<file path="src/rtl/cmd_sequencer.sv">
// -----------------------------------------------------------------------------
// cmd_sequencer
//
// Command-issue stage that sits directly in front of the DDR3 command/address
// PHY. Encoded DDR3 commands arrive over a valid/ready handshake, each with its
// own NOP gap. Every signal toward the PHY is a two-slot pair per clk_div cycle:
// bit [2i] is the earlier clk slot and bit [2i+1] is the later one. A command
// is placed in the earlier slot and the later slot always carries a NOP.
//
// Ports
//   clk_div, rst_n          half-rate clock, asynchronous active-low reset
//   en                      sequencer enable (gates acceptance and out_tri)
//   cmd_valid / cmd_ready   command handshake
//   cmd_op                  {RAS,CAS,WE} active-low opcode (7 = NOP)
//   cmd_ba, cmd_a           bank / address for the command
//   cmd_cke, cmd_odt        CKE/ODT levels applied from this command on
//   cmd_dly                 extra NOP clk_div cycles after the command
//   cmd_last                final command of the sequence
//   out_*                   registered slot pairs toward the PHY
//   busy                    sequence in progress
//   done                    one-cycle pulse when the sequence ends
//
// Handshake: a command transfers on a rising clk_div edge where cmd_valid and
// cmd_ready are both high. cmd_ready is derived only from registered state and
// en, never from cmd_valid, so the upstream may hold cmd_valid and the command
// fields steady for as long as it likes without side effects; the fields must
// stay stable while cmd_valid is high and are sampled only at the transfer.
// -----------------------------------------------------------------------------
module cmd_sequencer #(
  parameter int ADDRESS_NUMBER = 15,
  parameter int DELAY_WIDTH    = 10
) (
  input  logic                        clk_div,
  input  logic                        rst_n,
  input  logic                        en,
  input  logic                        cmd_valid,
  output logic                        cmd_ready,
  input  logic [2:0]                  cmd_op,
  input  logic [2:0]                  cmd_ba,
  input  logic [ADDRESS_NUMBER-1:0]   cmd_a,
  input  logic                        cmd_cke,
  input  logic                        cmd_odt,
  input  logic [DELAY_WIDTH-1:0]      cmd_dly,
  input  logic                        cmd_last,
  output logic [2*ADDRESS_NUMBER-1:0] out_a,
  output logic [5:0]                  out_ba,
  output logic [1:0]                  out_we,
  output logic [1:0]                  out_ras,
  output logic [1:0]                  out_cas,
  output logic [1:0]                  out_cke,
  output logic [1:0]                  out_odt,
  output logic [1:0]                  out_tri,
  output logic                        busy,
  output logic                        done
);

  // r_state names what the output registers currently present to the PHY.
  typedef enum logic [1:0] {
    S_IDLE  = 2'd0,
    S_ISSUE = 2'd1,
    S_WAIT  = 2'd2,
    S_DONE  = 2'd3
  } state_t;

  state_t                      r_state, w_state_next;
  logic [DELAY_WIDTH-1:0]      r_count, w_count_next;
  logic                        r_last, w_last_next;
  logic                        r_busy, w_busy_next;
  logic                        r_done, w_done_next;

  logic [2*ADDRESS_NUMBER-1:0] r_a;
  logic [5:0]                  r_ba;
  logic [1:0]                  r_we, r_ras, r_cas;
  logic [1:0]                  r_cke, r_odt, r_tri;

  logic                        w_accept;
  logic                        w_cnt_le1;

  // r_last stays set from the accept of a last command until DONE is entered;
  // holding off acceptance meanwhile keeps the done pulse tied to its own
  // sequence even when the last command has no NOP gap.
  assign cmd_ready = en & (r_count == '0) & ~r_last;
  assign w_accept  = cmd_valid & cmd_ready;

  // The counter holds the NOP cycles still owed after the current cycle, so
  // the cycle in which it reads 0 is the final NOP and acceptance reopens
  // there. A gap of 0 or 1 both leave ISSUE straight for IDLE/DONE.
  assign w_cnt_le1 = (r_count <= DELAY_WIDTH'(1));

  always_comb begin
    w_state_next = r_state;
    w_count_next = r_count;
    w_last_next  = r_last;
    w_busy_next  = r_busy;
    w_done_next  = 1'b0;

    if (r_count != '0) begin
      w_count_next = r_count - DELAY_WIDTH'(1);
    end

    case (r_state)
      S_ISSUE, S_WAIT: begin
        if (w_cnt_le1) begin
          w_state_next = r_last ? S_DONE : S_IDLE;
        end else begin
          w_state_next = S_WAIT;
        end
      end
      S_DONE:  w_state_next = S_IDLE;
      default: w_state_next = S_IDLE;
    endcase

    if (w_state_next == S_DONE) begin
      w_last_next = 1'b0;
      w_busy_next = 1'b0;
      w_done_next = 1'b1;
    end

    // An accept is only possible with the counter at 0 and no last pending,
    // so it never collides with a DONE entry above.
    if (w_accept) begin
      w_state_next = S_ISSUE;
      w_count_next = cmd_dly;
      w_last_next  = cmd_last;
      w_busy_next  = 1'b1;
    end
  end

  always_ff @(posedge clk_div or negedge rst_n) begin
    if (!rst_n) begin
      r_state <= S_IDLE;
      r_count <= '0;
      r_last  <= 1'b0;
      r_busy  <= 1'b0;
      r_done  <= 1'b0;
    end else begin
      r_state <= w_state_next;
      r_count <= w_count_next;
      r_last  <= w_last_next;
      r_busy  <= w_busy_next;
      r_done  <= w_done_next;
    end
  end

  // PHY-facing pairs. Address and bank hold between commands; CKE/ODT are
  // sticky until the next accepted command (including a timed NOP).
  always_ff @(posedge clk_div or negedge rst_n) begin
    if (!rst_n) begin
      r_a   <= '0;
      r_ba  <= '0;
      r_ras <= 2'b11;
      r_cas <= 2'b11;
      r_we  <= 2'b11;
      r_cke <= 2'b00;
      r_odt <= 2'b00;
      r_tri <= 2'b11;
    end else begin
      r_tri <= {2{~en & ~r_busy}};
      if (w_accept) begin
        r_a   <= {2{cmd_a}};
        r_ba  <= {2{cmd_ba}};
        r_ras <= {1'b1, cmd_op[2]};
        r_cas <= {1'b1, cmd_op[1]};
        r_we  <= {1'b1, cmd_op[0]};
        r_cke <= {2{cmd_cke}};
        r_odt <= {2{cmd_odt}};
      end else begin
        r_ras <= 2'b11;
        r_cas <= 2'b11;
        r_we  <= 2'b11;
      end
    end
  end

  assign out_a   = r_a;
  assign out_ba  = r_ba;
  assign out_ras = r_ras;
  assign out_cas = r_cas;
  assign out_we  = r_we;
  assign out_cke = r_cke;
  assign out_odt = r_odt;
  assign out_tri = r_tri;
  assign busy    = r_busy;
  assign done    = r_done;

endmodule

</file>
<file path="config.mk">
export PLATFORM = sky130hd
export DESIGN_NAME = cmd_sequencer
export DESIGN_NICKNAME = d
export VERILOG_FILES = /design/src/rtl/cmd_sequencer.sv
export SDC_FILE = /design/constraint.sdc
export NUM_CORES = 1
export LEC_CHECK = 0
export CAP_MARGIN = 0
export CORE_MARGIN = 3
export CORE_UTILIZATION = 44
export DETAILED_ROUTE_END_ITERATION = 12
export PLACE_DENSITY = 0.85
export SLEW_MARGIN = 0
export SYNTH_ARGS = -nofsm -noshare
export SYNTH_HDL_FRONTEND = slang
export SYNTH_SLANG_ARGS = --single-unit
</file>
<file path="constraint.sdc">
create_clock -name clk_div -period 3.93 [get_ports clk_div]
set_clock_uncertainty 0.1 [all_clocks]
set_input_delay 0.786 -clock clk_div [delete_from_list [all_inputs] [get_ports clk_div]]
set_output_delay 0.786 -clock clk_div [all_outputs]
set_load 0.1 [all_outputs]
</file>
==> After elaboration in Yosys (flattened, before gate mapping) <==
Index checks and enable logic that the tools add are counted.
Widths: inputs -> output; s select.
{ "classes": {"n_addsub": 1, "order_cmp": 1, "eq_ne": 3, "mux": 13, "bitwise_logic": 7, "reduce_logical": 5} }
{ "ops": {"columns": ["operator", "count"], "rows": [
  ["$mux 10", 2],
  ["$le 10x1->1 const B", 1],
  ["$logic_not 10->1", 1],
  ["$reduce_bool 10->1", 1],
  ["$sub 10x1->10 const B", 1],
  ["$mux 2", 4],
  ["$mux 1", 7],
  ["$and 1x1->1", 4],
  ["$eq 2x2->1 const B", 2],
  ["$reduce_bool 2->1", 2],
  ["$not 1->1", 3],
  ["$eq 2x1->1 const B", 1],
  ["$reduce_or 2->1", 1]
]} }
{ "totals": {"reg_bits": 60, "inputBits": 38, "out_inout_bits": 51, "word_cells": 43} }

==> Logic depth before layout (Yosys ltp) <==
{ "depth": {"depth_word": 6, "depth_mapped": 7, "depth_no_buf": 6} }

==> Worst setup path after synthesis <==
OpenSTA, ideal clock, no wires.
{ "synth_timing": {"path_kind": "register -> output", "start": "reg r_count[0]", "end": "out cmd_ready", "arrival_ns": 3.498, "required_ns": 3.044, "path_slack_ns": -0.454, "path_stages_with_launch": 6, "path_buffers": 0, "cell_sequence": "dfrtp_1 inv_1 ha_1 nor4b_1 nand3_2 nor3b_1"} }
{ "synth_via": {"elab_chain_cells": 3} }
{ "synth_lines": {"columns": ["element", "line_no", "source"], "rows": [
  ["from (decl)", "66", "logic [DELAY_WIDTH-1:0] r_count, w_count_next;"],
  ["from (signal assigned)", "138", "r_count <= w_count_next;"],
  ["$logic_not 10->1", "82", "assign cmd_ready = en & (r_count == '0) & ~r_last;"],
  ["$and 1x1->1 (2 in a row)", "82", null],
  ["to (decl)", "37", "output logic cmd_ready,"]
]} }
Every way passes these cells.

==> Worst setup path after layout <==
Ends and elaborated chain as after synthesis.

==> results.toml <==
[worst_setup_path]
endpoint_kind = "primary output"
critPathMaxFanout = 9
rr_worst_depth = 6
critical_path_class = "flip-flop to primary output"
cp.arrival_ns = 2.31
required_ns = 3.04
worst_setup_path_start_kind = "flip-flop"

[grt]
antenna_found_initial = 0
grt_max_degree = 40
grt_pass1_wl_um = 6541
grt_pass1_vias = 1314
overflow = 0
track_usage = 0.1682

[power]
ir_worst_vdd_mv = 0.2267
p_leak_nw = 1.185
power_density_nw_per_um2 = 477.9
finalPower_mw = 1.284

[route]
wl_per_cell_um = 14.54
drtIter0Drc = 48
ant_nets = 0
routed_wirelength_um = 3954
drcViolationCount = 0
route.vias.total = 1352
vias_per_cell = 4.971
dr.pass1.iters = 4

[clocking]
cts_tree = "done"
clkTransAtPathRegs_ns = 0.07
htree_levels = 2
numCtsBuffers = 5
cts_buffer_depth = 2
clk_latency_ns = 0.29
cts.repair.resized = 0
cts_hold_buf = 0
cts_setup_buffers = 0
cts-root-buf = "clkbuf_8"
cts_num_sinks = 39

[floorplan]
pin_count = 89
start_util = 0.4644
num_rows = 23
core_um2 = 4058
die_y_um = 71.44
die_w_um = 71.44
dieArea_um2 = 5104

[hold_path]
min_path_cells = 1
hp-class = "flip-flop to flip-flop"

[status]
outcome = "complete, no violations"

[synthesis]
yosys_register_bits = 39
async_flop_share = 1.000
post-synth-top-area-cell = "dfrtp_1"
yosys_warnings = 0
synth_edf_count = 0
synth.area.top_cells = "dfrtp_1, mux2_2, buf_4, dfstp_2, ha_1"
yosysSeqAreaShare = 0.5206
netlist-cell-type-count = 41
ys.flop_type = "dfrtp_1"
yosysTopAreaCellShare = 0.4648
syn_avg_cell_area_um2 = 12.24
synthCells = 154
syn_area_um2 = 1884

[sta]
holdWs_ns = 0.3134
min_period_ns = 3.198
rsz0062_at_grt = "false"
finalMaxSlewViolations = 0
period_share = 0.8138
worst_pin_slew_ns = 0.9941
setup_viol = 0
max_slew_margin = 0.3352
final_hold_viol_count = 0
timing.fmax_mhz = 312.7
setup_tns_ns = 0

[layout]
finalNonFillerCells = 272
layout_common_cells = "clkdlybuf4s50_1, dfrtp_1, mux2_2, inv_1, clkbuf_8"
layout-drive-gt1-share = 0.1757
final_nets = 262
syn_to_final_growth_pct = 42.63
layout_commonest_cell = "clkdlybuf4s50_1"
num_antenna_cells = 0
nFillCells = 320
post-route-util = 0.6624

[place]
port_buffers = 85
hpwl_um = 3006
gp_congestion = 0.7911
dp_cells = 264

[job]
drv_cap = 0
## metrics by stage
step	instance area (um^2)	setup WS [ns]
final	2688	0.7317
after global routing	2688	0.4820
after CTS	2688	0.7438
after detailed placement	2596	1.075
after global placement	2596	1.051
after floorplan	1897	0.5349
## final cells by class
class	count	area, um^2	area share
Multi-Input combinational cell	82	679.4	0.2528
Clock inverter	1	5.005	0.001862
Timing Repair Buffer	85	843.3	0.3138
Clock buffer	7	86.33	0.03212
Inverter	8	30.03	0.01117
Sequential cell	39	980.9	0.3650
Tap cell	50	62.56	0.02328
## cells in the mapped netlist, types with 2 or more instances
master     n
a22o_1     3
o21ai_0    4
buf_6      2
nor2_1     5
nand2_1    3
nor4_1     2
a21o_1     2
buf_4     24
mux2_2    20
or4_1      2
dfstp_2    4
ha_1       3
dfrtp_1   35
nand3_1    3
inv_1      8
o31ai_1    2
a211oi_1   2
xnor2_1    4
or3_1      4
## routing by layer
metal  global-route usage  vias to the layer above  wire length, um
met5                    0                        -                0
met4              0.07516                        0               53
met3              0.04769                        4              341
met2               0.2561                       67             1957
met1               0.2241                      631             1602
li1                     -                      650                -
## registers in the layout (all words and copies together) (netlist names)
name     count
busy         1
done         1
out_a       15
out_ba       3
out_cas      1
out_cke      1
out_odt      1
out_ras      1
out_tri      1
out_we       1
r_count     10
r_last       1
r_state      2
## kinds of logic after synthesis
family / share of synthesized area
other cells: 0.001990
buf+inv: 0.1255
fa+ha+maj: 0.01992
compound gates: 0.07304
mux: 0.1248
flops: 0.5206
xor+xnor: 0.02324
simple gates: 0.1109
## path summary, 6_finish.rpt
kind,end,slack [ns],startpoint
setup / recovery,cmd_ready,0.73,r_count[0]
hold / removal,out_tri[0],0.31,busy
setup reg to reg,out_a[15],1.42,r_count[0]
hold reg to reg,out_tri[0],0.31,busy
max in group asynchronous,r_count[5],2.70,rst_n
min in group asynchronous,r_count[2],0.49,rst_n
## where the power goes
part	total (mW)	internal, mW	switching, mW
Combinational	0.480	0.157	0.323
Sequential	0.534	0.466	0.0680
Clock	0.271	0.141	0.129
Total	1.28	0.765	0.520
## worst max-delay path, stage by stage (launching register included)
cell and delay, ns:
dfrtp_1 0.44, inv_1 0.10, ha_1 0.19, nor4b_1 0.40, nand3_2 0.32, nor3b_2 0.26
buf_4 0.32
Power figures use the tool's default switching activity.
